==> src/rtl/sad_pkg.sv <==
// Shared constants, state type and pixel helper for the SAD accumulator.
package sad_pkg;

  localparam int unsigned LANES    = 16;
  localparam int unsigned PIX_W    = 8;
  localparam int unsigned ROWSAD_W = 12;
  localparam int unsigned SAD_W    = 16;
  localparam logic [SAD_W-1:0] SAD_INIT = 16'hFFFF;

  typedef enum logic {StIdle, StAccum} state_e;

  function automatic logic [PIX_W-1:0] abs_diff(input logic [PIX_W-1:0] a,
                                                input logic [PIX_W-1:0] b);
    return (a > b) ? (a - b) : (b - a);
  endfunction

endpackage

==> src/rtl/sad_row16.sv <==
// Combinational sum of absolute differences across the 16 lanes of one row.
module sad_row16
  import sad_pkg::*;
(
  input  logic [LANES*PIX_W-1:0] a_row_i,
  input  logic [LANES*PIX_W-1:0] b_row_i,
  output logic [ROWSAD_W-1:0]    row_sad_o
);

  logic [ROWSAD_W-1:0] lane_diff [LANES];

  always_comb begin
    for (int i = 0; i < LANES; i++) begin
      lane_diff[i] = ROWSAD_W'(abs_diff(a_row_i[i*PIX_W +: PIX_W], b_row_i[i*PIX_W +: PIX_W]));
    end
  end

  // 16 * 255 = 4080 fits in 12 bits, so the running sum never truncates.
  always_comb begin
    row_sad_o = '0;
    for (int i = 0; i < LANES; i++) begin
      row_sad_o = row_sad_o + lane_diff[i];
    end
  end

endmodule

==> src/rtl/sad_accum.sv <==
// Two-stage block SAD accumulator with running minimum over a candidate search.
module sad_accum
  import sad_pkg::*;
#(
  parameter int unsigned ROWS   = 16,
  parameter int unsigned CAND_W = 10
) (
  input  logic                   Clk,
  input  logic                   Rst,
  input  logic                   Start,
  input  logic                   InValid,
  input  logic [LANES*PIX_W-1:0] A_row,
  input  logic [LANES*PIX_W-1:0] B_row,
  input  logic                   LastCand,
  output logic [SAD_W-1:0]       BlkSad,
  output logic                   BlkValid,
  output logic [SAD_W-1:0]       MinSad,
  output logic [CAND_W-1:0]      MinIdx,
  output logic                   Done,
  output logic                   Busy
);

  localparam logic [3:0] LastRow = 4'(ROWS - 1);

  state_e              state_q, state_d;
  logic [3:0]          row_cnt_q, row_cnt_d;
  logic [CAND_W-1:0]   cand_q, cand_d;
  logic [SAD_W-1:0]    acc_q, acc_d;
  logic                s1_valid_q, s1_valid_d;
  logic [ROWSAD_W-1:0] s1_sad_q, s1_sad_d;
  logic                s1_last_q, s1_last_d;
  logic                s1_lc_q, s1_lc_d;
  logic [SAD_W-1:0]    blk_sad_q, blk_sad_d;
  logic                blk_valid_q, blk_valid_d;
  logic [SAD_W-1:0]    min_sad_q, min_sad_d;
  logic [CAND_W-1:0]   min_idx_q, min_idx_d;
  logic                done_q, done_d;

  logic [ROWSAD_W-1:0] row_sad;
  logic [SAD_W-1:0]    total;

  sad_row16 u_row (
    .a_row_i  (A_row),
    .b_row_i  (B_row),
    .row_sad_o(row_sad)
  );

  assign total = acc_q + SAD_W'(s1_sad_q);

  always_comb begin
    state_d     = state_q;
    row_cnt_d   = row_cnt_q;
    cand_d      = cand_q;
    acc_d       = acc_q;
    s1_valid_d  = 1'b0;
    s1_sad_d    = s1_sad_q;
    s1_last_d   = s1_last_q;
    s1_lc_d     = s1_lc_q;
    blk_sad_d   = blk_sad_q;
    blk_valid_d = 1'b0;
    min_sad_d   = min_sad_q;
    min_idx_d   = min_idx_q;
    done_d      = 1'b0;

    if (Start) begin
      // A new search discards any in-flight row, including one offered alongside Start.
      state_d   = StAccum;
      row_cnt_d = '0;
      cand_d    = '0;
      acc_d     = '0;
      min_sad_d = SAD_INIT;
      min_idx_d = '0;
    end else begin
      if (state_q == StAccum && InValid) begin
        s1_valid_d = 1'b1;
        s1_sad_d   = row_sad;
        s1_last_d  = (row_cnt_q == LastRow);
        s1_lc_d    = LastCand;
        row_cnt_d  = (row_cnt_q == LastRow) ? 4'd0 : row_cnt_q + 4'd1;
      end

      if (s1_valid_q) begin
        if (s1_last_q) begin
          acc_d       = '0;
          blk_sad_d   = total;
          blk_valid_d = 1'b1;
          if (total < min_sad_q) begin
            min_sad_d = total;
            min_idx_d = cand_q;
          end
          cand_d = cand_q + CAND_W'(1);
          if (s1_lc_q) begin
            done_d  = 1'b1;
            state_d = StIdle;
          end
        end else begin
          acc_d = total;
        end
      end
    end
  end

  always_ff @(posedge Clk) begin
    if (!Rst) begin
      state_q     <= StIdle;
      row_cnt_q   <= '0;
      cand_q      <= '0;
      acc_q       <= '0;
      s1_valid_q  <= 1'b0;
      s1_sad_q    <= '0;
      s1_last_q   <= 1'b0;
      s1_lc_q     <= 1'b0;
      blk_sad_q   <= '0;
      blk_valid_q <= 1'b0;
      min_sad_q   <= SAD_INIT;
      min_idx_q   <= '0;
      done_q      <= 1'b0;
    end else begin
      state_q     <= state_d;
      row_cnt_q   <= row_cnt_d;
      cand_q      <= cand_d;
      acc_q       <= acc_d;
      s1_valid_q  <= s1_valid_d;
      s1_sad_q    <= s1_sad_d;
      s1_last_q   <= s1_last_d;
      s1_lc_q     <= s1_lc_d;
      blk_sad_q   <= blk_sad_d;
      blk_valid_q <= blk_valid_d;
      min_sad_q   <= min_sad_d;
      min_idx_q   <= min_idx_d;
      done_q      <= done_d;
    end
  end

  assign BlkSad   = blk_sad_q;
  assign BlkValid = blk_valid_q;
  assign MinSad   = min_sad_q;
  assign MinIdx   = min_idx_q;
  assign Done     = done_q;
  assign Busy     = (state_q == StAccum);

endmodule
==> config.mk <==
export PLATFORM = sky130hd
export DESIGN_NAME = sad_accum
export DESIGN_NICKNAME = d
export VERILOG_FILES = /design/src/rtl/sad_pkg.sv /design/src/rtl/sad_row16.sv /design/src/rtl/sad_accum.sv
export SDC_FILE = /design/constraint.sdc
export NUM_CORES = 1
export LEC_CHECK = 0
export ABC_CLOCK_PERIOD_IN_PS = 8800
export CORE_UTILIZATION = 65
export DETAILED_ROUTE_END_ITERATION = 8
export DONT_BUFFER_PORTS = 1
export GPL_TIMING_DRIVEN = 0
export PLACE_DENSITY = 0.87
export SLEW_MARGIN = 20
export SYNTH_ARGS = -nofsm -noshare
export SYNTH_HDL_FRONTEND = slang
export SYNTH_HIERARCHICAL = 1
export SYNTH_SLANG_ARGS = --single-unit
export TNS_END_PERCENT = 30
==> constraint.sdc <==
create_clock -name Clk -period 8.8 [get_ports Clk]
set_clock_uncertainty 0.1 [all_clocks]
set_input_delay 1.32 -clock Clk [delete_from_list [all_inputs] [get_ports Clk]]
set_output_delay 1.32 -clock Clk [all_outputs]
set_load 0.005 [all_outputs]
# After elaboration in Yosys (flattened, before gate mapping)
# Index checks and enable logic that the tools add are counted.
classes:
  add_sub_neg: 50
  n_lt_le_gt_ge: 17
  eq_ne: 1
  muxes: 25
  bitwise: 4
  n_reduce_logical: 12
op_table:
  columns: ["operator", "n"]
  rows:
  - ["subtractor 8 bit", 32]
  - ["adder 12 x 8 -> 12 bit", 14]
  - ["> comparator 8 bit", 16]
  - ["two-way mux 8 bit", 16]
  - ["adder 16 x 12 -> 16 bit", 1]
  - ["less-than comparator 16 bit", 1]
  - ["two-way mux 16 bit", 1]
  - ["adder 10 x 1 -> 10 bit, second input constant", 1]
  - ["adder 8 x 8 -> 9 bit", 1]
  - ["AND reduction 3 bit", 3]
  - ["two-way mux 1 bit", 7]
  - ["nonzero test 2 bit", 3]
  - ["adder 4 x 1 -> 4 bit, second input constant", 1]
  - ["== test 4 bit, second input constant", 1]
  - ["two-way mux 4 bit", 1]
  - ["inverter 1 bit", 4]
  - ["AND reduction 2 bit", 2]
  - ["OR reduction 4 bit", 1]
  - ["OR reduction 3 bit", 1]
  - ["OR reduction 2 bit", 1]
  - ["logical AND 1 bit", 1]
totals:
  reg_bits: 90
  in_bits: 261

# Depth between registers and ports, before layout
depth:
  word_depth: 17
  depth_mapped: 33

# Cells and area by module
# Netlist, hierarchy kept.
by_module_without_submodules:
  columns: ["mod", "n_inst", "cells_per_inst", "area_per_inst_um2", "seq_area_each_um2"]
  rows:
  - ["sad_row16", 1, 1644, 13136.3, 0.0]
  - ["sad_accum", 1, 519, 4444.3, 1801.7]

# Least setup slack after synthesis
# Ideal clock, no wire load.
synth_timing:
  kind: "input to register"
  start: "input A_row[52]"
  end: "register s1_sad_q[11]"
  arrival_time_ns: 7.877
  required_time_ns: 8.624
  path_slack_ns: 0.747
  path_stages: 28
  n_path_buf: 1
  path_cell_list: "inv_1 > ha_1 > buf_2 > a21o_1 > a21o_1 > a41o_1 > a21oi_4 > mux2i_1 > xnor2_1 > fa_1 > inv_1 > fa_1 > fa_1 > inv_1 > fa_1 > fa_1 > inv_1 > fa_1 > inv_1 > ha_1 > a21o_1 > a21o_1 > a311oi_1 > o21ai_0 > a21oi_1 > xnor2_1 > nand2_1 > a21boi_0"
synth_via:
  elab_chain_cells: 12
  elab_cells_between_ends: 14
  classes_between: "add/sub: 12; order compare: 1; mux: 1"
synth_lines:
  columns: ["item", "line", "rtl"]
  rows:
  - ["from (decl)", "sad_accum.sv:12", "input logic [LANES*PIX_W-1:0] A_row,"]
  - ["subtractor 8 bit / > comparator 8 bit (equally long branches)", "sad_pkg.sv:14", "return (a > b) ? (a - b) : (b - a);"]
  - ["two-way mux 8 bit (*)", "sad_pkg.sv:14", null]
  - ["adder 12 x 8 -> 12 bit (*) (10 in a row)", "sad_row16.sv:22", "row_sad_o = row_sad_o + lane_diff[i];"]
  - ["named net row_sad[11]", "sad_accum.sv:39", "logic [ROWSAD_W-1:0] row_sad;"]
  - ["to (signal assigned)", "sad_accum.sv:124", "s1_sad_q <= s1_sad_d;"]
  - ["to (decl)", "sad_accum.sv:30", "logic [ROWSAD_W-1:0] s1_sad_q, s1_sad_d;"]
# Mark *: on every way through the listed nets, which the timed path passes. The rest lies on a longest branch.
# A chain may end at the register's enable or synchronous reset.

# Worst setup path in the final report
layout_timing:
  start: "input A_row[120]"
  end: "register s1_sad_q[11]"
layout_via:
  elab_chain_cells: 3
  elab_cells_between_ends: 5
  classes_between: "add/sub: 3; order compare: 1; mux: 1"
layout_lines:
  columns: ["item", "line"]
  rows:
  - ["subtractor 8 bit / > comparator 8 bit (equally long branches)", "sad_pkg.sv:14"]
  - ["two-way mux 8 bit (*)", "sad_pkg.sv:14"]
  - ["adder 12 x 8 -> 12 bit (*)", "sad_row16.sv:22"]
  - ["named net row_sad[11]", "sad_accum.sv:39"]
# Marked as above.

==> results.txt <==
* Wire length of the first global-routing pass: 68800 µm
- The worst hold path begins at s1_sad_q[4].
- Measured along the y axis, the die boundary spans 166 µm.
- Counting the buffers created by CTS gives 9.
* Clock Tree Root: sky130_fd_sc_hd__clkbuf_16
- Final setup violation count: 0
* Routed WL: 42200 µm
- The worst hold path terminates at s1_sad_q[4].
* Overall track demand over capacity in global routing: 30.0%
- Entering global routing, the biggest net connects 18 pins.
- Setup Slack @ Placement: 0.0941 ns
* Instance count of the mapped netlist: 2163
- sky130_fd_sc_hd__inv_1 is the most common cell in the netlist.
* Worst setup EP type: flip-flop
- The synthesized design contains 90 register bits.
* Violated checks: DRC
- The number of hold-slack violations in the final timing report came to 0.
- Total number of yosys warnings: 6
- Of all cell types, the one taking the most synthesized area is sky130_fd_sc_hd__ha_1.
- CTS H-tree depth: 3
* Synthesized cell area: 17600 µm²
- After synthesis, the largest area contributor takes up 20.6% of total cell area.
- Unrepaired setup endpoints after global routing: false
- Area of the core: 26300 µm²
* Launching element type of the critical path: input pin
- Via-per-instance ratio: 5.79
* Num rows: 59
- The number of global-route vias before repair is 14763.
- Layout cell share with drive strength beyond 1: 3.49%
- 0 antenna diodes ended up in the layout.
- By startpoint and endpoint, the worst setup path is classified as in -> reg.
- The longest clock path from root to sink contains 2 buffers.
* Number of buffer and inverter instances along the worst setup path: 3
- The total overflow left after global routing is 0.
* Starting utilization of the core area: 66.9%
* Number of resized instances in the post-cts repair step: 0
- By area the synthesized netlist is led by sky130_fd_sc_hd__ha_1, sky130_fd_sc_hd__fa_1, sky130_fd_sc_hd__dfxtp_1.
- Area Overhead vs Synth: 4.06%
* Count of pins over their slew limit: 0
- Leaving out filler cells and counting taps, the final layout contains 2514.
* Most common cell on crit path: sky130_fd_sc_hd__fa_1
- Across all register-to-register paths, the minimum setup slack is 4.33 ns.
- Top fanout value on the critical path: 8
- Setup slack of the critical path after layout: 0.434 ns
- Number of cells in the design after placement: 2498
- Peak per-stage delay on the critical path: 0.59 ns
- Routed vias: 14562
- Critical path required time: 8.97 ns
- Clock-pin slew was measured on the worst setup and hold paths at 0.07 ns.
- Number of design-rule violations left by the first detailed-router iteration: 924
- Number of hold buffers added after CTS: 0
- Average size of a mapped cell: 8.13 µm²
* Worst path slowest cell: sky130_fd_sc_hd__fa_1
- Class of the tightest hold or removal check: reg -> reg
* Run status: finished with violations
- Remaining max-slew budget at the tightest pin: 55.5%
- Net count after synthesis: 2855
- Buffers placed on the I/O ports in this run total 0.
- After synthesis, the netlist uses 70 different library cells.
* Crit path time final: 8.37 ns
- Worst hold path stage count: 2
- Number of antenna violations at the first check in global routing: 0
- For this run, the register share of the synthesized area comes to 10.2%.
* Number of enable flip-flop cells after synthesis: 0
- Weighted congestion at the end of routability-driven global placement: 0.961
- After synthesis, the most frequently instantiated cells are sky130_fd_sc_hd__inv_1, sky130_fd_sc_hd__ha_1, sky130_fd_sc_hd__a21oi_1.
- The die covers 27700 µm².
* Share of the cycle needed by the critical path after routing: 95.1%
- Clock tree from TritonCTS: yes
* Setup total negative slack: 0 ns
- Per-cell routed wire length: 16.8 µm
- Pin placement for this block handled 306 I/O pins.
- Counting cells, the worst reg-to-reg path comes to 17.
- Main synth FF type: sky130_fd_sc_hd__dfxtp_1
- NumNets Final: 2866
- Data arrives at the worst endpoint at 8.54 ns.
- Setup bufs post-CTS: 0
* TritonCTS Sinks: 90
* Residual antenna-violating net count after detailed routing: 0
- Fmax: 0.120 GHz
- Pin slew with the least headroom to its limit: 0.665 ns
- Summed over all nets, the half-perimeter wirelength after detailed placement is 36800 µm.
- After detailed routing, the number of remaining DRC violations is 16.
- Async S/R FF share, synth: 0%
- Clock latency on the worst-skew pair, taken at its later pin, is 0.34 ns.
- The kind of cell with the highest combined delay along the critical path is adder cells.
- Endpoint of the worst-slack reg-to-reg timing path: MinSad[3]
- Before antenna repair, the detailed router went through 9 iterations.
* Startpoint of the worst register-to-register path: s1_sad_q[0]
- Chip Width: 166 µm
* Max-cap violation count: 0
-- kinds of logic after synthesis --
family | Yosys count | synth area share, %
adders and majority gates | 431 | 36.7
DFF | 90 | 10.2
xor gates and xnor gates | 114 | 5.68
buffers and inverters | 503 | 11.2
AOI/OAI and AO/OA | 514 | 18.7
muxes | 124 | 7.12
and+or+nand+nor | 387 | 10.4
-- worst register-to-register path, delay by kind of cell, from the launching register on --
family	cells	cell delay, ns
XOR/XNOR	1	0.21
AO/OA/AOI/OAI	6	1.77
multiplexers	1	0.21
AND/OR/NAND/NOR	3	0.37
buffers and inverters	3	0.43
adder cells (fa/ha/maj)	3	0.91
flip-flops	1	0.35
-- placed cells by master (no fill, tap or decap), types with 4 or more instances in the layout --
cell	instances
sky130_fd_sc_hd__nor2_1	106
sky130_fd_sc_hd__nor3_1	17
sky130_fd_sc_hd__a21oi_1	199
sky130_fd_sc_hd__buf_2	19
sky130_fd_sc_hd__clkbuf_1	21
sky130_fd_sc_hd__o211ai_1	8
sky130_fd_sc_hd__xnor2_1	62
sky130_fd_sc_hd__and4_1	10
sky130_fd_sc_hd__nor2b_1	35
sky130_fd_sc_hd__fa_1	141
sky130_fd_sc_hd__a21o_1	61
sky130_fd_sc_hd__o21ai_1	13
sky130_fd_sc_hd__mux2_2	8
sky130_fd_sc_hd__or2_2	4
sky130_fd_sc_hd__a31oi_4	5
sky130_fd_sc_hd__a21boi_0	35
sky130_fd_sc_hd__nand2b_1	8
sky130_fd_sc_hd__a31oi_1	26
sky130_fd_sc_hd__a211oi_1	5
sky130_fd_sc_hd__a221oi_1	15
sky130_fd_sc_hd__nand4_1	10
sky130_fd_sc_hd__dfxtp_1	90
sky130_fd_sc_hd__and3_1	6
sky130_fd_sc_hd__ha_1	290
sky130_fd_sc_hd__nand3_1	17
sky130_fd_sc_hd__o21ai_0	75
sky130_fd_sc_hd__inv_1	457
sky130_fd_sc_hd__clkbuf_16	9
sky130_fd_sc_hd__o21a_1	5
sky130_fd_sc_hd__and2_1	11
sky130_fd_sc_hd__xor2_1	52
sky130_fd_sc_hd__o21bai_1	32
sky130_fd_sc_hd__nand2_1	147
sky130_fd_sc_hd__mux2i_1	116
-- layout make-up --
type	count	area, µm²
Clock buffer	10	239
Tap cell	335	419
Inverter	457	1720
Sequential cell	90	1800
Buffer	46	251
Fill cell	2135	7990
Clock inverter	6	56.3
Multi-Input combinational cell	1570	13800
-- through the flow --
stage                     utilization, %  hold slack (ns)  area [µm²]
after global routing                69.6            0.397       18300
final                               69.6            0.372       18300
after detailed placement            68.5            0.366       18000
after global placement              68.5            0.358       18000
after CTS                           69.6            0.374       18300
after floorplan                        -            0.333       17600
-- sequential cells by signal (all words and copies together), names as in the netlist --
register and flops:
BlkSad 16, s1_last_q 1, s1_sad_q 12, Busy 1, row_cnt_q 4, MinSad 16, s1_valid_q 1, MinIdx 10
cand_q 10, s1_lc_q 1, BlkValid 1, acc_q 16, Done 1
-- metal layers --
layer / global-route usage, % / part of all wire (%)
met1: 35.7 / 41
met2: 54.7 / 49
met3: 6.11 / 7.3
met4: 8.25 / 2.4
met5: 0 / 0
-- how the worst max path moves through the flow --
stage	startpoint	endpoint	slack (ns)	depth (start not counted)
6_report	A_row[120]	s1_sad_q[11]	0.43	25
5_1_grt	A_row[120]	s1_sad_q[11]	0.02	25
4_1_cts	A_row[120]	s1_sad_q[11]	0.41	25
3_5_place_dp	A_row[120]	s1_sad_q[11]	0.09	25
3_3_place_gp	A_row[120]	s1_sad_q[11]	0.14	25
2_1_floorplan	A_row[52]	s1_sad_q[11]	0.75	28
Power is not shown: default switching activity piles up to over one toggle a cycle in this logic, so the estimate is an artifact.
